<file path="src/rtl/wb_port_scheduler_if.sv">
// Writeback bus between the 2-way pipeline / mul/div unit and the scheduler.
// slave = scheduler side, master = pipeline/mul-div/register-file side.
interface wb_port_scheduler_if;
  logic        w0_valid;
  logic [4:0]  w0_reg;
  logic [31:0] w0_data;
  logic        w1_valid;
  logic [4:0]  w1_reg;
  logic [31:0] w1_data;
  logic        w0_oldest;
  logic        md_valid;
  logic [4:0]  md_reg;
  logic [31:0] md_data;
  logic        md_ready;
  logic        RegWrite1;
  logic [4:0]  WriteReg_WB1;
  logic [31:0] WriteData1;
  logic        RegWrite2;
  logic [4:0]  WriteReg_WB2;
  logic [31:0] WriteData2;
  logic        Way_0_oldest_WB;

  modport slave (
    input  w0_valid, w0_reg, w0_data, w1_valid, w1_reg, w1_data, w0_oldest,
    input  md_valid, md_reg, md_data,
    output md_ready,
    output RegWrite1, WriteReg_WB1, WriteData1,
    output RegWrite2, WriteReg_WB2, WriteData2, Way_0_oldest_WB
  );

  modport master (
    output w0_valid, w0_reg, w0_data, w1_valid, w1_reg, w1_data, w0_oldest,
    output md_valid, md_reg, md_data,
    input  md_ready,
    input  RegWrite1, WriteReg_WB1, WriteData1,
    input  RegWrite2, WriteReg_WB2, WriteData2, Way_0_oldest_WB
  );
endinterface

</file>
<file path="src/rtl/wb_port_scheduler.sv">
// Writeback port scheduler: pipeline ways own ports, mul/div fills idle port (FIFO when busy); 1-cycle registered outputs.
// md_ready backpressure = FIFO not full (registered count). Optional stats counters under WB_SCHED_STATS_EN.
module wb_port_scheduler #(
  parameter int DEPTH = 4,
  parameter int AW    = 2
) (
  input  logic                 clk,
  input  logic                 Reset,
  wb_port_scheduler_if.slave   wb
`ifdef WB_SCHED_STATS_EN
  ,
  output logic [15:0]          stat_md_stall,
  output logic [15:0]          stat_md_cancel
`endif
);

  localparam logic [AW:0] DEPTH_C = (AW+1)'(DEPTH);
  localparam logic [AW:0] ONE_C   = (AW+1)'(1);

  logic [4:0]       fifo_reg_q [DEPTH];
  logic [31:0]      fifo_dat_q [DEPTH];
  logic [DEPTH-1:0] fifo_vld_q, fifo_vld_d, match_v;
  logic [AW-1:0]    rd_q, rd_d, wr_q, wr_d;
  logic [AW:0]      count_q, count_d;

  logic        rw1_q, rw1_d, rw2_q, rw2_d, old_q, old_d;
  logic [4:0]  wr1_q, wr1_d, wr2_q, wr2_d;
  logic [31:0] wd1_q, wd1_d, wd2_q, wd2_d;

  logic        p1, p2, free_port, md_acc, md_stale, md_keep;
  logic        head_ok, pop, push, use_head, use_md, grant;
  logic [4:0]  src_reg;
  logic [31:0] src_dat;
  logic [AW+1:0] cancel_n;

  assign wb.md_ready = (count_q < DEPTH_C);

  always_comb begin
    p1        = wb.w0_valid && (wb.w0_reg != 5'd0);
    p2        = wb.w1_valid && (wb.w1_reg != 5'd0);
    free_port = !p1 || !p2;
    md_acc    = wb.md_valid && wb.md_ready;
    for (int i = 0; i < DEPTH; i++) begin
      match_v[i] = fifo_vld_q[i] && ((p1 && fifo_reg_q[i] == wb.w0_reg) ||
                                     (p2 && fifo_reg_q[i] == wb.w1_reg));
    end
    md_stale = (p1 && wb.md_reg == wb.w0_reg) || (p2 && wb.md_reg == wb.w1_reg);
    md_keep  = md_acc && (wb.md_reg != 5'd0) && !md_stale;

    // Same-cycle cancellation feeds head selection so a stale head never reaches a port.
    fifo_vld_d = fifo_vld_q & ~match_v;
    head_ok    = fifo_vld_d[rd_q];
    pop        = 1'b0;
    use_head   = 1'b0;
    use_md     = 1'b0;
    if (count_q != '0) begin
      if (head_ok) begin
        if (free_port) begin
          pop      = 1'b1;
          use_head = 1'b1;
        end
      end else begin
        pop = 1'b1;
        if (count_q == ONE_C && md_keep && free_port) use_md = 1'b1;
      end
    end else if (md_keep && free_port) begin
      use_md = 1'b1;
    end
    push  = md_keep && !use_md;
    grant = use_head || use_md;

    src_reg = use_head ? fifo_reg_q[rd_q] : wb.md_reg;
    src_dat = use_head ? fifo_dat_q[rd_q] : wb.md_data;

    if (pop)  fifo_vld_d[rd_q] = 1'b0;
    if (push) fifo_vld_d[wr_q] = 1'b1;
    rd_d    = rd_q + AW'(pop);
    wr_d    = wr_q + AW'(push);
    count_d = count_q + (AW+1)'(push) - (AW+1)'(pop);

    rw1_d = p1 || (grant && !p1);
    wr1_d = p1 ? wb.w0_reg  : ((grant && !p1) ? src_reg : 5'd0);
    wd1_d = p1 ? wb.w0_data : ((grant && !p1) ? src_dat : 32'd0);
    rw2_d = p2 || (grant && p1);
    wr2_d = p2 ? wb.w1_reg  : ((grant && p1) ? src_reg : 5'd0);
    wd2_d = p2 ? wb.w1_data : ((grant && p1) ? src_dat : 32'd0);
    old_d = (p1 && p2) ? wb.w0_oldest : (grant && !p1);

    cancel_n = (AW+2)'(md_acc && !md_keep);
    for (int i = 0; i < DEPTH; i++) cancel_n = cancel_n + (AW+2)'(match_v[i]);
  end

  always_ff @(posedge clk) begin
    if (!Reset) begin
      fifo_vld_q <= '0;
      rd_q       <= '0;
      wr_q       <= '0;
      count_q    <= '0;
      rw1_q      <= 1'b0;
      wr1_q      <= '0;
      wd1_q      <= '0;
      rw2_q      <= 1'b0;
      wr2_q      <= '0;
      wd2_q      <= '0;
      old_q      <= 1'b0;
    end else begin
      fifo_vld_q <= fifo_vld_d;
      rd_q       <= rd_d;
      wr_q       <= wr_d;
      count_q    <= count_d;
      rw1_q      <= rw1_d;
      wr1_q      <= wr1_d;
      wd1_q      <= wd1_d;
      rw2_q      <= rw2_d;
      wr2_q      <= wr2_d;
      wd2_q      <= wd2_d;
      old_q      <= old_d;
    end
  end

  always_ff @(posedge clk) begin
    if (Reset && push) begin
      fifo_reg_q[wr_q] <= wb.md_reg;
      fifo_dat_q[wr_q] <= wb.md_data;
    end
  end

  assign wb.RegWrite1       = rw1_q;
  assign wb.WriteReg_WB1    = wr1_q;
  assign wb.WriteData1      = wd1_q;
  assign wb.RegWrite2       = rw2_q;
  assign wb.WriteReg_WB2    = wr2_q;
  assign wb.WriteData2      = wd2_q;
  assign wb.Way_0_oldest_WB = old_q;

`ifdef WB_SCHED_STATS_EN
  logic [15:0] stall_q, stall_d, cancel_q, cancel_d;
  logic [16:0] cancel_sum;

  always_comb begin
    stall_d    = stall_q;
    if (wb.md_valid && !wb.md_ready && stall_q != 16'hFFFF) stall_d = stall_q + 16'd1;
    cancel_sum = {1'b0, cancel_q} + 17'(cancel_n);
    cancel_d   = cancel_sum[16] ? 16'hFFFF : cancel_sum[15:0];
  end

  always_ff @(posedge clk) begin
    if (!Reset) begin
      stall_q  <= '0;
      cancel_q <= '0;
    end else begin
      stall_q  <= stall_d;
      cancel_q <= cancel_d;
    end
  end

  assign stat_md_stall  = stall_q;
  assign stat_md_cancel = cancel_q;
`else
  logic unused_cancel;
  assign unused_cancel = ^cancel_n;
`endif

endmodule
</file>
<file path="src/flat_wrapper.sv">
// flat-port wrapper written by rule: the top's interface ports become plain ports
module wb_port_scheduler_flat 
#(
  parameter int DEPTH = 4,
  parameter int AW    = 2
)
  (clk, Reset, wb_w0_valid, wb_w0_reg, wb_w0_data, wb_w1_valid, wb_w1_reg, wb_w1_data, wb_w0_oldest, wb_md_valid, wb_md_reg, wb_md_data, wb_md_ready, wb_RegWrite1, wb_WriteReg_WB1, wb_WriteData1, wb_RegWrite2, wb_WriteReg_WB2, wb_WriteData2, wb_Way_0_oldest_WB);
  wb_port_scheduler_if wb_i ();
  input  logic clk;
  input  logic Reset;
  input wire logic [$bits(wb_i.w0_valid)-1:0] wb_w0_valid;
  input wire logic [$bits(wb_i.w0_reg)-1:0] wb_w0_reg;
  input wire logic [$bits(wb_i.w0_data)-1:0] wb_w0_data;
  input wire logic [$bits(wb_i.w1_valid)-1:0] wb_w1_valid;
  input wire logic [$bits(wb_i.w1_reg)-1:0] wb_w1_reg;
  input wire logic [$bits(wb_i.w1_data)-1:0] wb_w1_data;
  input wire logic [$bits(wb_i.w0_oldest)-1:0] wb_w0_oldest;
  input wire logic [$bits(wb_i.md_valid)-1:0] wb_md_valid;
  input wire logic [$bits(wb_i.md_reg)-1:0] wb_md_reg;
  input wire logic [$bits(wb_i.md_data)-1:0] wb_md_data;
  output wire logic [$bits(wb_i.md_ready)-1:0] wb_md_ready;
  output wire logic [$bits(wb_i.RegWrite1)-1:0] wb_RegWrite1;
  output wire logic [$bits(wb_i.WriteReg_WB1)-1:0] wb_WriteReg_WB1;
  output wire logic [$bits(wb_i.WriteData1)-1:0] wb_WriteData1;
  output wire logic [$bits(wb_i.RegWrite2)-1:0] wb_RegWrite2;
  output wire logic [$bits(wb_i.WriteReg_WB2)-1:0] wb_WriteReg_WB2;
  output wire logic [$bits(wb_i.WriteData2)-1:0] wb_WriteData2;
  output wire logic [$bits(wb_i.Way_0_oldest_WB)-1:0] wb_Way_0_oldest_WB;
  assign wb_i.w0_valid = wb_w0_valid;
  assign wb_i.w0_reg = wb_w0_reg;
  assign wb_i.w0_data = wb_w0_data;
  assign wb_i.w1_valid = wb_w1_valid;
  assign wb_i.w1_reg = wb_w1_reg;
  assign wb_i.w1_data = wb_w1_data;
  assign wb_i.w0_oldest = wb_w0_oldest;
  assign wb_i.md_valid = wb_md_valid;
  assign wb_i.md_reg = wb_md_reg;
  assign wb_i.md_data = wb_md_data;
  assign wb_md_ready = wb_i.md_ready;
  assign wb_RegWrite1 = wb_i.RegWrite1;
  assign wb_WriteReg_WB1 = wb_i.WriteReg_WB1;
  assign wb_WriteData1 = wb_i.WriteData1;
  assign wb_RegWrite2 = wb_i.RegWrite2;
  assign wb_WriteReg_WB2 = wb_i.WriteReg_WB2;
  assign wb_WriteData2 = wb_i.WriteData2;
  assign wb_Way_0_oldest_WB = wb_i.Way_0_oldest_WB;
  wb_port_scheduler #(.DEPTH(DEPTH), .AW(AW)) u_core (.clk(clk), .Reset(Reset), .wb(wb_i));
endmodule
</file>
<file path="config.mk">
export PLATFORM = sky130hd
export DESIGN_NAME = wb_port_scheduler_flat
export DESIGN_NICKNAME = d
export VERILOG_FILES = /design/src/rtl/wb_port_scheduler_if.sv /design/src/rtl/wb_port_scheduler.sv /design/src/flat_wrapper.sv
export SDC_FILE = /design/constraint.sdc
export NUM_CORES = 1
export LEC_CHECK = 0
export CAP_MARGIN = 25
export CORE_MARGIN = 3
export CORE_UTILIZATION = 35
export DETAILED_ROUTE_END_ITERATION = 16
export GPL_TIMING_DRIVEN = 0
export MAX_ROUTING_LAYER = met4
export SYNTH_ARGS = -nofsm -noshare
export SYNTH_HDL_FRONTEND = slang
export SYNTH_SLANG_ARGS = --single-unit
</file>
<file path="constraint.sdc">
create_clock -name clk -period 5.3 [get_ports clk]
set_input_delay 1.325 -clock clk [delete_from_list [all_inputs] [get_ports clk]]
set_output_delay 1.325 -clock clk [all_outputs]
set_load 0.005 [all_outputs]
</file>
==> run_summary.xml, run 1 <==
<?xml version="1.0" encoding="UTF-8"?>
<metrics>
  <group name="sta">
    <metric name="fmax" unit="GHz">0.206</metric>
    <metric name="setup_slack" unit="ns">0.434</metric>
    <metric name="max-slew-margin-rel" unit="%">40.6</metric>
    <metric name="worst_clock_skew" unit="ns">0.0178</metric>
    <metric name="slew_viol_final" unit="">0</metric>
    <metric name="fin_crit" unit="ns">4.87</metric>
    <metric name="totalNegativeSetupSlack" unit="ns">0</metric>
    <metric name="timing_worst_slew_pin_value" unit="ns">0.888</metric>
    <metric name="grt_setup_unrepaired" unit="">false</metric>
    <metric name="timing.final.hold_violations" unit="">0</metric>
    <metric name="setup-violations-final" unit="">0</metric>
    <metric name="min_period_over_period" unit="%">91.8</metric>
  </group>
  <group name="route">
    <metric name="antenna_violating_nets_post_route" unit="">0</metric>
    <metric name="viasPerCell" unit="">5.86</metric>
    <metric name="drt_pass1_iterations" unit="">5</metric>
    <metric name="drtIter0Drc" unit="">1117</metric>
    <metric name="wire_per_inst" unit="um">24.6</metric>
    <metric name="drc" unit="">0</metric>
    <metric name="finalWirelength" unit="um">35300</metric>
    <metric name="detailroute.via_count" unit="">8420</metric>
  </group>
  <group name="floorplan">
    <metric name="placementRows" unit="">62</metric>
    <metric name="initial_core_utilization" unit="%">35.9</metric>
    <metric name="die_width" unit="um">179</metric>
    <metric name="core_region_area" unit="mm2">0.0290</metric>
    <metric name="fp.dieArea" unit="mm2">0.0319</metric>
    <metric name="boundary_pins" unit="">195</metric>
    <metric name="chipHeight" unit="um">179</metric>
  </group>
  <group name="clocking">
    <metric name="cts-buffers-inserted" unit="">26</metric>
    <metric name="cts.repair_timing.setup_buffer_count" unit="">0</metric>
    <metric name="cts-root-to-sink-buffers" unit="">3</metric>
    <metric name="worstSkewPairLatency" unit="ns">0.54</metric>
    <metric name="holdBufCountCts" unit="">0</metric>
    <metric name="tritoncts" unit="">yes</metric>
    <metric name="ctsRootBufferMaster" unit="">clkbuf_16</metric>
    <metric name="clk_pin_slew" unit="ns">0.06</metric>
    <metric name="cts_htree_levels" unit="">1</metric>
    <metric name="post_cts_repair_resize_count" unit="">0</metric>
    <metric name="tritoncts_num_sinks" unit="">236</metric>
  </group>
  <group name="synth">
    <metric name="yosysTopAreaCell" unit="">edfxtp_1</metric>
    <metric name="post_synth_instance_area" unit="mm2">0.0104</metric>
    <metric name="postSynthNetCount" unit="">938</metric>
    <metric name="synth_warnings" unit="">0</metric>
    <metric name="yosys_register_bits" unit="">236</metric>
    <metric name="ys_types" unit="">53</metric>
    <metric name="synthCells" unit="">816</metric>
    <metric name="seq_area_frac_synth" unit="%">59.5</metric>
    <metric name="synth_top_cell_area_share" unit="%">42.6</metric>
    <metric name="synthesis.area_per_instance" unit="um2">12.8</metric>
    <metric name="synth_top_cells_by_area" unit="">edfxtp_1 (43%), dfxtp_1 (17%), mux4_2 (8.0%), nand4_1 (6.5%), a31oi_1 (4.4%)</metric>
  </group>
  <group name="setup_path">
    <metric name="worstSetupStartpoint" unit="">wb_w1_valid</metric>
    <metric name="worstSetupStartpointType" unit="">input port</metric>
    <metric name="r2r-start" unit="">u_core.fifo_reg_q[2][2]</metric>
    <metric name="slowest_delay" unit="ns">0.68</metric>
    <metric name="regToRegSetupSlack" unit="ns">1.45</metric>
    <metric name="path_common_cell" unit="">xnor2_1</metric>
    <metric name="critical_path_arrival" unit="ns">5.25</metric>
    <metric name="rr_worst_depth" unit="">14</metric>
    <metric name="worstSetupPathType" unit="">in -&gt; reg</metric>
    <metric name="cp_max_delay_cell" unit="">clkdlybuf4s50_1</metric>
    <metric name="crit_path_max_fanout" unit="">10</metric>
    <metric name="worst_setup_path_end_kind" unit="">register</metric>
    <metric name="crit_chain" unit="">clkdlybuf4s50_1, o21a_1, clkbuf_1, nand4_1, o311a_1, a221o_1, buf_6, a2111oi_4, buf_4, nor2b_1, ha_1, fa_1, xnor2_1, xnor2_1, nor2_1</metric>
    <metric name="crit_required" unit="ns">5.69</metric>
    <metric name="rr_endpoint" unit="">u_core.count_q[2]</metric>
  </group>
  <group name="global_routing">
    <metric name="first_pass_grt_wire_length" unit="um">51800</metric>
    <metric name="grt_overflow_total" unit="">0</metric>
    <metric name="grt_usage" unit="%">22.2</metric>
    <metric name="vias_in_the_first_global_route" unit="">8307</metric>
    <metric name="maximum_number_of_pins_on_one_net_before_global_route_repair" unit="">23</metric>
    <metric name="antenna_violations_before_repair" unit="">1</metric>
  </group>
  <group name="cells_and_area">
    <metric name="syn_to_final_growth" unit="%">32.4</metric>
    <metric name="finalNonFillerCells" unit="">1437</metric>
    <metric name="layout.cell_area.non_filler" unit="mm2">0.0138</metric>
    <metric name="nNetsFinal" unit="">1154</metric>
    <metric name="final_layout_size_suffix_gt1_share" unit="%">12.6</metric>
  </group>
  <group name="placed_design">
    <metric name="dp.final_hpwl" unit="um">24800</metric>
    <metric name="numPlacedInstances" unit="">1387</metric>
    <metric name="gp_congestion" unit="">0.929</metric>
    <metric name="dpl-instance-area" unit="mm2">0.0129</metric>
    <metric name="pre_cts_ws" unit="ns">-0.0787</metric>
    <metric name="portBuffers" unit="">183</metric>
  </group>
  <group name="pwr">
    <metric name="total_leakage_power" unit="nW">4.37</metric>
    <metric name="irDropWorstVdd" unit="V">0.000251</metric>
    <metric name="power_density" unit="mW/mm2">423</metric>
  </group>
  <group name="flow_run">
    <metric name="cap_violations" unit="">0</metric>
  </group>
  <group name="worst_hold_path">
    <metric name="hold_path_end" unit="">u_core.rd_q[0]</metric>
    <metric name="hold_start" unit="">u_core.rd_q[0]</metric>
    <metric name="hp_class" unit="">reg -&gt; reg</metric>
    <metric name="hold_depth" unit="">2</metric>
  </group>
  <group name="outcome">
    <metric name="outcome" unit="">complete, no violations</metric>
  </group>
</metrics>
cell usage after synthesis (all sizes together):
library cell,count
clkbuf,55
a32o,2
or3,1
nand2,84
nor3b,1
fa,1
nor4,4
o21ai,2
o22ai,5
dfxtp,88
clkinv,1
nand3,11
nor2b,1
o211ai,1
o41ai,2
a21boi,2
nor2,13
edfxtp,148
mux4,37
ha,4
a41oi,2
a22oi,1
a41o,2
a21oi,3
xnor2,36
o21a,3
nand4b,2
a2111oi,2
nand4,109
and2,5
buf,36
xor2,18
or4,3
nor4b,1
a221o,1
o311a,1
nor3,6
o2111ai,37
a221oi,1
and3,2
inv,6
a31oi,73
o31ai,3
metrics by stage:
step                      utilization, %  hold WS, ns  total power [mW]
after detailed placement            44.3        0.573              3.89
after CTS                           47.5        0.586              5.83
after floorplan                        -        0.527              3.20
after global placement              43.9        0.565              3.87
after global routing                47.6        0.629              6.06
final                               47.6        0.583              5.84
how the worst max path moves through the flow:
stage,to,slack [ns],cells past startpoint
finish,u_core.count_q[2],0.43,15
detailed placement,u_core.count_q[2],-0.08,15
floorplan,u_core.fifo_dat_q[2][0],0.05,11
CTS,u_core.count_q[2],0.45,15
global route,u_core.count_q[2],0.24,15
global placement,u_core.fifo_dat_q[0][12],-1.91,10
report_power, final:
| part | total [mW] | internal, mW | switching, mW |
|---|---|---|---|
| combinational | 1.74 | 0.689 | 1.05 |
| clock | 1.95 | 1.19 | 0.761 |
| sequential | 2.15 | 2.09 | 0.0573 |
| total | 5.84 | 3.97 | 1.87 |
registers in the layout (all words and copies together) (netlist names):
name                       count
u_core.fifo_dat_q            128
u_core.wb.WriteData1          32
u_core.wb.WriteData2          32
u_core.fifo_reg_q             20
u_core.wb.WriteReg_WB1         5
u_core.wb.WriteReg_WB2         5
u_core.fifo_vld_q              4
u_core.count_q                 3
u_core.rd_q                    2
u_core.wr_q                    2
u_core.wb.RegWrite1            1
u_core.wb.RegWrite2            1
u_core.wb.Way_0_oldest_WB      1
cells in the final DEF (no fill, tap or decap), drive strengths merged, types with 3 or more instances in the layout:
master         synthesis  routed
ha                     4       4
dfxtp                 88      88
and2                   5       5
o2111ai               37      37
clkinv                 1       9
a31oi                 73      73
nand3                 11      11
inv                    6       7
nand2                 84      84
xor2                  18      18
nor2                  13      13
mux4                  37      37
nor4                   4       4
clkdlybuf4s50          0     183
nor3                   6       6
or4                    3       3
xnor2                 36      36
o22ai                  5       5
clkbuf                55      83
buf                   36      41
edfxtp               148     148
o31ai                  3       3
bufinv                 0       5
nand4                109     109
a21oi                  3       3
clkinvlp               0       6
o21a                   3       3
worst max-delay path, delay by kind of cell:
kind / cells / cell delay (ns)
buf+inv: 4 / 1.54
simple gates: 3 / 0.29
compound gates: 4 / 1.14
fa+ha+maj: 2 / 0.62
xor+xnor: 2 / 0.31
layer usage:
layer / global-route usage (%) / up-vias / part of all wire, %
li1: - / 3676 / -
met1: 29.5 / 4161 / 41
met2: 34.4 / 506 / 47
met3: 4.13 / 77 / 9.3
met4: 7.34 / 0 / 3.3
met5: - / - / 0
logic make-up (layout without fill, tap and decap cells):
logic type | count (synthesis) | after routing | synth area share (%)
AND/OR/NAND/NOR | 243 | 243 | 12.4
adder cells (fa/ha/maj) | 5 | 5 | 0.672
buffers and inverters | 98 | 334 | 4.69
XOR/XNOR | 54 | 54 | 4.54
flip-flops | 236 | 236 | 59.5
AO/OA/AOI/OAI | 143 | 143 | 10.2
multiplexers | 37 | 37 | 7.99
other | 0 | 1 | 0
area by class of cell:
class                   instances  area, um2
fillers                      2610      15200
flip-flops and latches        236       6210
multi-input cells             482       3760
repair buffers                188       1930
clock buffers                  28        689
well taps                     384        480
plain buffers                  91        463
clock inverters                20        246
inverters                       7       26.3
diodes                          1       2.50
Note: power is estimated with default switching activity, not from simulation.
==> run 2, diff against run 1 <==
--- a/config.mk
+++ b/config.mk
@@ -11,6 +11,7 @@
 export DETAILED_ROUTE_END_ITERATION = 16
 export GPL_TIMING_DRIVEN = 0
 export MAX_ROUTING_LAYER = met4
+export REMOVE_ABC_BUFFERS = 1
 export SYNTH_ARGS = -nofsm -noshare
 export SYNTH_HDL_FRONTEND = slang
 export SYNTH_SLANG_ARGS = --single-unit
==> run 2 against run 1 <==
Effect of this change:
- clock power shrank 5%
- highest routed layer unchanged
- global-route usage shrank 0.53 points
- register-to-register slack gained 0.11 ns
- count of clock-buffer cells in the layout grew 5
- worst setup slack lost 0.31 ns
- worst hold slack gained 0.011 ns
==> run_summary.xml, run 2 (synthesized netlist as in run 1, its figures left out) <==
<?xml version="1.0" encoding="UTF-8"?>
<metrics>
  <group name="cells_and_area">
    <metric name="regMostFlops" unit="">u_core.fifo_dat_q</metric>
    <metric name="syn_to_final_growth" unit="%">33.0</metric>
    <metric name="layout.cell_area.non_filler" unit="mm2">0.0139</metric>
    <metric name="nNetsFinal" unit="">1095</metric>
    <metric name="largest_register_ff_count" unit="">128</metric>
    <metric name="most-common-layout-cells" unit="">clkdlybuf4s50_1 (194), edfxtp_1 (148), nand4_1 (109), dfxtp_1 (86), nand2_1 (83)</metric>
    <metric name="final_layout_size_suffix_gt1_share" unit="%">12.9</metric>
    <metric name="most_common_library_cell_in_the_layout_ignoring_fill_and_taps" unit="">clkdlybuf4s50_1</metric>
  </group>
  <group name="global_routing">
    <metric name="maximum_number_of_pins_on_one_net_before_global_route_repair" unit="">75</metric>
    <metric name="antenna_violations_before_repair" unit="">1</metric>
    <metric name="vias_in_the_first_global_route" unit="">8136</metric>
    <metric name="grt_usage" unit="%">21.6</metric>
    <metric name="first_pass_grt_wire_length" unit="um">50900</metric>
    <metric name="grt_overflow_total" unit="">0</metric>
  </group>
  <group name="clocking">
    <metric name="cts-root-to-sink-buffers" unit="">3</metric>
    <metric name="cts-buffers-inserted" unit="">26</metric>
    <metric name="tritoncts" unit="">yes</metric>
    <metric name="worstSkewPairLatency" unit="ns">0.53</metric>
    <metric name="holdBufCountCts" unit="">0</metric>
    <metric name="tritoncts_num_sinks" unit="">236</metric>
    <metric name="clk_pin_slew" unit="ns">0.06</metric>
    <metric name="ctsRootBufferMaster" unit="">clkbuf_16</metric>
    <metric name="cts_htree_levels" unit="">1</metric>
  </group>
  <group name="route">
    <metric name="drt_pass1_iterations" unit="">7</metric>
    <metric name="viasPerCell" unit="">5.90</metric>
    <metric name="drtIter0Drc" unit="">847</metric>
    <metric name="drc" unit="">0</metric>
    <metric name="detailroute.via_count" unit="">8124</metric>
    <metric name="antenna_violating_nets_post_route" unit="">0</metric>
    <metric name="finalWirelength" unit="um">33900</metric>
    <metric name="wire_per_inst" unit="um">24.6</metric>
  </group>
  <group name="placed_design">
    <metric name="pre_cts_ws" unit="ns">-1.38</metric>
    <metric name="portBuffers" unit="">194</metric>
    <metric name="dpl-instance-area" unit="mm2">0.0129</metric>
    <metric name="dp.final_hpwl" unit="um">20200</metric>
    <metric name="gp_congestion" unit="">0.850</metric>
  </group>
  <group name="setup_path">
    <metric name="r2r-start" unit="">u_core.fifo_reg_q[1][3]</metric>
    <metric name="crit_chain" unit="">clkdlybuf4s50_1, or4_4, o21a_2, buf_16, a41o_1, o22ai_4, a221o_4, a21oi_1, ha_1, inv_1, ha_1, fa_1, xnor2_1, xnor2_1, nor2_1</metric>
    <metric name="crit_path_max_fanout" unit="">21</metric>
    <metric name="worst_setup_path_end_kind" unit="">register</metric>
    <metric name="worstSetupStartpoint" unit="">wb_w0_reg[3]</metric>
    <metric name="rr_endpoint" unit="">u_core.count_q[2]</metric>
    <metric name="cp_max_delay_cell" unit="">or4_4</metric>
    <metric name="crit_required" unit="ns">5.68</metric>
    <metric name="rr_worst_depth" unit="">12</metric>
    <metric name="critical_path_arrival" unit="ns">5.56</metric>
    <metric name="worstSetupStartpointType" unit="">input port</metric>
    <metric name="regToRegSetupSlack" unit="ns">1.56</metric>
    <metric name="slowest_delay" unit="ns">0.69</metric>
    <metric name="worstSetupPathType" unit="">in -&gt; reg</metric>
  </group>
  <group name="pwr">
    <metric name="power_density" unit="mW/mm2">416</metric>
    <metric name="total_leakage_power" unit="nW">4.36</metric>
    <metric name="irDropWorstVdd" unit="V">0.000217</metric>
    <metric name="power.total" unit="mW">5.77</metric>
  </group>
  <group name="sta">
    <metric name="worst_clock_skew" unit="ns">0.0117</metric>
    <metric name="timing.final.hold_violations" unit="">0</metric>
    <metric name="setup-violations-final" unit="">0</metric>
    <metric name="fmax" unit="GHz">0.193</metric>
    <metric name="slew_viol_final" unit="">0</metric>
    <metric name="min_period_over_period" unit="%">97.7</metric>
    <metric name="setup_slack" unit="ns">0.124</metric>
    <metric name="totalNegativeSetupSlack" unit="ns">0</metric>
    <metric name="finalHoldWorstSlack" unit="ns">0.593</metric>
    <metric name="fin_crit" unit="ns">5.18</metric>
    <metric name="grt_setup_unrepaired" unit="">false</metric>
    <metric name="max-slew-margin-rel" unit="%">29.0</metric>
    <metric name="timing_worst_slew_pin_value" unit="ns">1.07</metric>
  </group>
  <group name="flow_run">
    <metric name="cap_violations" unit="">0</metric>
  </group>
  <group name="worst_hold_path">
    <metric name="hp_class" unit="">reg -&gt; reg</metric>
    <metric name="hold_path_end" unit="">u_core.wr_q[1]</metric>
    <metric name="hold_start" unit="">u_core.wr_q[1]</metric>
    <metric name="hold_depth" unit="">2</metric>
  </group>
  <group name="floorplan">
    <metric name="die_width" unit="um">179</metric>
    <metric name="core_region_area" unit="mm2">0.0290</metric>
    <metric name="placementRows" unit="">62</metric>
    <metric name="chipHeight" unit="um">179</metric>
    <metric name="boundary_pins" unit="">195</metric>
    <metric name="fp.dieArea" unit="mm2">0.0319</metric>
    <metric name="initial_core_utilization" unit="%">35.9</metric>
  </group>
  <group name="outcome">
    <metric name="outcome" unit="">complete, no violations</metric>
  </group>
</metrics>
-- run 2: how the worst max path moves through the flow --
stage / endpoint / slack [ns] / cells past startpoint
2_1_floorplan: u_core.fifo_dat_q[0][0] / -1.96 / 7
3_3_place_gp: u_core.fifo_dat_q[3][18] / -6.33 / 8
3_5_place_dp: u_core.count_q[2] / -1.38 / 14
4_1_cts: u_core.count_q[2] / 0.10 / 14
5_1_grt: u_core.count_q[2] / 0.03 / 15
6_report: u_core.count_q[2] / 0.12 / 15
-- run 2: repair_timing --
action	in CTS	in global routing
gates cloned	4	0
hold endpoints to repair	0	0
pin swaps	3	0
gates resized for setup	3	1
setup buffers	4	0
setup endpoints to repair	153	1
-- run 2: routing by layer --
| layer | up-vias | part of all wire [%] | global-route usage, % |
|---|---|---|---|
| li1 | 3577 | - | - |
| met1 | 4033 | 42 | 29.2 |
| met2 | 458 | 47 | 33.8 |
| met3 | 56 | 8.8 | 4.41 |
| met4 | 0 | 2.2 | 5.06 |
| met5 | - | 0 | - |
-- run 2: area by class of cell --
type,count,area [um2]
fillers,2584,15100
flip-flops and latches,236,6210
multi-input cells,486,3890
repair buffers,216,2380
clock buffers,33,728
well taps,384,480
clock inverters,15,145
inverters,7,27.5
diodes,1,2.50
-- run 2: power by group --
part | leakage [nW] | total [mW] | internal [mW] | switching [mW]
Clock | 0.429 | 1.85 | 1.11 | 0.735
Combinational | 1.87 | 1.72 | 0.724 | 0.994
Sequential | 2.06 | 2.21 | 2.09 | 0.115
Total | 4.36 | 5.77 | 3.93 | 1.84
-- run 2: through the flow --
step | std cells | utilization (%)
after floorplan | 725 | -
after global placement | 1303 | 42.7
after detailed placement | 1321 | 44.4
after CTS | 1377 | 47.8
after global routing | 1378 | 47.8
final | 1378 | 47.8
-- run 2: critical path: cells and delay by family --
kind	cells	cell delay, ns
XOR/XNOR	2	0.31
buffers and inverters	3	0.90
adder cells (fa/ha/maj)	3	0.92
AND/OR/NAND/NOR	2	0.74
AO/OA/AOI/OAI	5	1.34
==> run 3, diff against run 2 <==
--- a/config.mk
+++ b/config.mk
@@ -7,10 +7,12 @@
 export LEC_CHECK = 0
 export CAP_MARGIN = 25
 export CORE_MARGIN = 3
-export CORE_UTILIZATION = 35
+export CORE_UTILIZATION = 57
 export DETAILED_ROUTE_END_ITERATION = 16
+export DONT_BUFFER_PORTS = 1
 export GPL_TIMING_DRIVEN = 0
 export MAX_ROUTING_LAYER = met4
+export PLACE_DENSITY = 0.75
 export REMOVE_ABC_BUFFERS = 1
 export SYNTH_ARGS = -nofsm -noshare
 export SYNTH_HDL_FRONTEND = slang
==> run 3 against run 2 <==
Effect of this change:
- highest routed layer unchanged
- flip-flop and latch count unchanged
- cell count decreased by 27%
- die area decreased by 37%
- total power decreased by 9.9%
==> run_summary.xml, run 3 (synthesized netlist as in run 1, its figures left out) <==
<?xml version="1.0" encoding="UTF-8"?>
<metrics>
  <group name="sta">
    <metric name="max-slew-margin-rel" unit="%">33.9</metric>
    <metric name="timing.final.hold_violations" unit="">0</metric>
    <metric name="min_period_over_period" unit="%">95.6</metric>
    <metric name="setup-violations-final" unit="">0</metric>
    <metric name="grt_setup_unrepaired" unit="">false</metric>
    <metric name="slew_viol_final" unit="">0</metric>
    <metric name="worst_clock_skew" unit="ns">0.0141</metric>
    <metric name="fmax" unit="GHz">0.197</metric>
    <metric name="fin_crit" unit="ns">5.07</metric>
    <metric name="timing_worst_slew_pin_value" unit="ns">0.983</metric>
  </group>
  <group name="floorplan">
    <metric name="core_region_area" unit="mm2">0.0176</metric>
    <metric name="fp.dieArea" unit="mm2">0.0200</metric>
    <metric name="die_width" unit="um">141</metric>
    <metric name="initial_core_utilization" unit="%">59.3</metric>
    <metric name="chipHeight" unit="um">141</metric>
    <metric name="boundary_pins" unit="">195</metric>
    <metric name="placementRows" unit="">48</metric>
  </group>
  <group name="route">
    <metric name="antenna_violating_nets_post_route" unit="">0</metric>
    <metric name="drtIter0Drc" unit="">836</metric>
    <metric name="finalWirelength" unit="um">27700</metric>
    <metric name="drt_pass1_iterations" unit="">5</metric>
    <metric name="drc" unit="">0</metric>
    <metric name="viasPerCell" unit="">7.31</metric>
    <metric name="wire_per_inst" unit="um">27.3</metric>
    <metric name="detailroute.via_count" unit="">7398</metric>
  </group>
  <group name="worst_hold_path">
    <metric name="hp_class" unit="">reg -&gt; reg</metric>
    <metric name="hold_depth" unit="">2</metric>
  </group>
  <group name="pwr">
    <metric name="share_clk_of_total_power" unit="%">31.5</metric>
    <metric name="switching_share" unit="%">31.3</metric>
    <metric name="portion_of_total_power_attributed_to_sequential_cells" unit="%">43.6</metric>
    <metric name="p_comb_share" unit="%">24.9</metric>
    <metric name="total_leakage_power" unit="nW">3.51</metric>
    <metric name="p_switching" unit="mW">1.63</metric>
    <metric name="irDropWorstVdd" unit="V">0.000324</metric>
    <metric name="power_density" unit="mW/mm2">453</metric>
    <metric name="intPower" unit="mW">3.57</metric>
  </group>
  <group name="cells_and_area">
    <metric name="most_common_library_cell_in_the_layout_ignoring_fill_and_taps" unit="">edfxtp_1</metric>
    <metric name="antenna_cells" unit="">0</metric>
    <metric name="final_layout_size_suffix_gt1_share" unit="%">14.5</metric>
    <metric name="final_core_utilization" unit="%">65.3</metric>
    <metric name="nNetsFinal" unit="">891</metric>
    <metric name="most-common-layout-cells" unit="">edfxtp_1 (148), nand4_1 (109), dfxtp_1 (86), nand2_1 (83), a31oi_1 (73)</metric>
    <metric name="layout.cell_area.non_filler" unit="mm2">0.0115</metric>
    <metric name="largest_register_ff_count" unit="">128</metric>
    <metric name="syn_to_final_growth" unit="%">10.1</metric>
    <metric name="regMostFlops" unit="">u_core.fifo_dat_q</metric>
  </group>
  <group name="setup_path">
    <metric name="rr_worst_depth" unit="">13</metric>
    <metric name="worst_setup_path_end_kind" unit="">register</metric>
    <metric name="crit_required" unit="ns">5.70</metric>
    <metric name="crit_path_max_fanout" unit="">43</metric>
    <metric name="worstSetupStartpointType" unit="">input port</metric>
    <metric name="worstSetupPathType" unit="">in -&gt; reg</metric>
    <metric name="critical_path_arrival" unit="ns">5.47</metric>
  </group>
  <group name="clocking">
    <metric name="cts-root-to-sink-buffers" unit="">3</metric>
    <metric name="worstSkewPairLatency" unit="ns">0.51</metric>
    <metric name="tritoncts" unit="">yes</metric>
    <metric name="cts-buffers-inserted" unit="">24</metric>
    <metric name="holdBufCountCts" unit="">0</metric>
    <metric name="tritoncts_num_sinks" unit="">236</metric>
    <metric name="cts_htree_levels" unit="">1</metric>
    <metric name="ctsRootBufferMaster" unit="">clkbuf_16</metric>
    <metric name="clk_pin_slew" unit="ns">0.06</metric>
  </group>
  <group name="outcome">
    <metric name="outcome" unit="">complete, no violations</metric>
  </group>
  <group name="global_routing">
    <metric name="grt_overflow_total" unit="">0</metric>
    <metric name="vias_in_the_first_global_route" unit="">7723</metric>
    <metric name="maximum_number_of_pins_on_one_net_before_global_route_repair" unit="">47</metric>
    <metric name="grt_usage" unit="%">27.9</metric>
    <metric name="antenna_violations_before_repair" unit="">0</metric>
    <metric name="first_pass_grt_wire_length" unit="um">42700</metric>
  </group>
  <group name="flow_run">
    <metric name="cap_violations" unit="">0</metric>
  </group>
  <group name="placed_design">
    <metric name="dp.final_hpwl" unit="um">17100</metric>
    <metric name="dpl-instance-area" unit="mm2">0.0107</metric>
    <metric name="gp_congestion" unit="">0.953</metric>
    <metric name="portBuffers" unit="">0</metric>
  </group>
</metrics>
==> run 3: changes by cell type in the layout (fill, tap and decap cells not counted), moves of 3 or more <==
cell / delta
clkdlybuf4s50_1: -194
buf_12: -4
a221o_2: -3
buf_8: +3
clkbuf_1: +3
clkbuf_8: -3
clkinv_1: -3
==> run 3: worst paths after layout <==
| path | start | to | slack (ns) |
|---|---|---|---|
| max | wb_w0_reg[3] | u_core.count_q[2] | 0.23 |
| min | u_core.wr_q[1] | u_core.wr_q[1] | 0.61 |
| max reg2reg | u_core.fifo_reg_q[1][3] | u_core.count_q[2] | 1.07 |
| min reg2reg | u_core.wr_q[1] | u_core.wr_q[1] | 0.61 |
==> run 3: cell type report <==
| cell class | count | area, um2 |
|---|---|---|
| clock buffer | 31 | 648 |
| inverter | 7 | 26.3 |
| tap | 225 | 282 |
| sequential | 236 | 6210 |
| timing repair buffer | 18 | 365 |
| multi-input combinational | 482 | 3830 |
| clock inverter | 13 | 120 |
| fill | 1272 | 6110 |
==> run 3: timing repair <==
| item | CTS | global route |
|---|---|---|
| endpoints found under the setup margin | 2 | 20 |
| resized for setup | 2 | 1 |
| pin swaps | 0 | 1 |
| buffers inserted | 0 | 2 |
==> run 3: through the flow <==
stage	setup TNS (ns)	instances	total power, mW	setup slack (ns)	hold slack (ns)
after floorplan	-297.06	725	3.07	-1.96	0.527
after global placement	-918.08	950	3.40	-4.76	0.557
after detailed placement	-30.48	966	3.54	-0.747	0.595
after CTS	0	1010	5.17	0.0118	0.604
after global routing	0	1012	5.40	0.0556	0.639
final	0	1012	5.20	0.232	0.609
==> run 3: metal layers <==
layer | up-vias | GRT usage [%] | wire length (um)
met1 | 3635 | 35.1 | 10300
met2 | 517 | 45.1 | 13800
met4 | 0 | 10.6 | 759
li1 | 3154 | - | -
met3 | 92 | 5.76 | 2870
met5 | - | - | 0
==> run 3: critical path: stages <==
cell and delay [ns]:
or4_4 0.55, o21ai_4 0.41, buf_16 0.24, o41ai_1 0.12, o22ai_1 0.43, a221o_4 0.60
buf_12 0.29, a21oi_1 0.12, ha_1 0.33, inv_1 0.04, ha_1 0.20, fa_1 0.42
xnor2_1 0.19, xnor2_1 0.14, nor2_1 0.05
==> run 3: power groups by stage <==
stage,Combinational [mW],Clock [mW],Sequential [mW]
floorplan,0.794,0,2.27
global placement,1.05,0,2.34
detailed placement,1.23,0,2.31
CTS,1.25,1.65,2.27
global route,1.38,1.74,2.29
finish,1.30,1.64,2.27
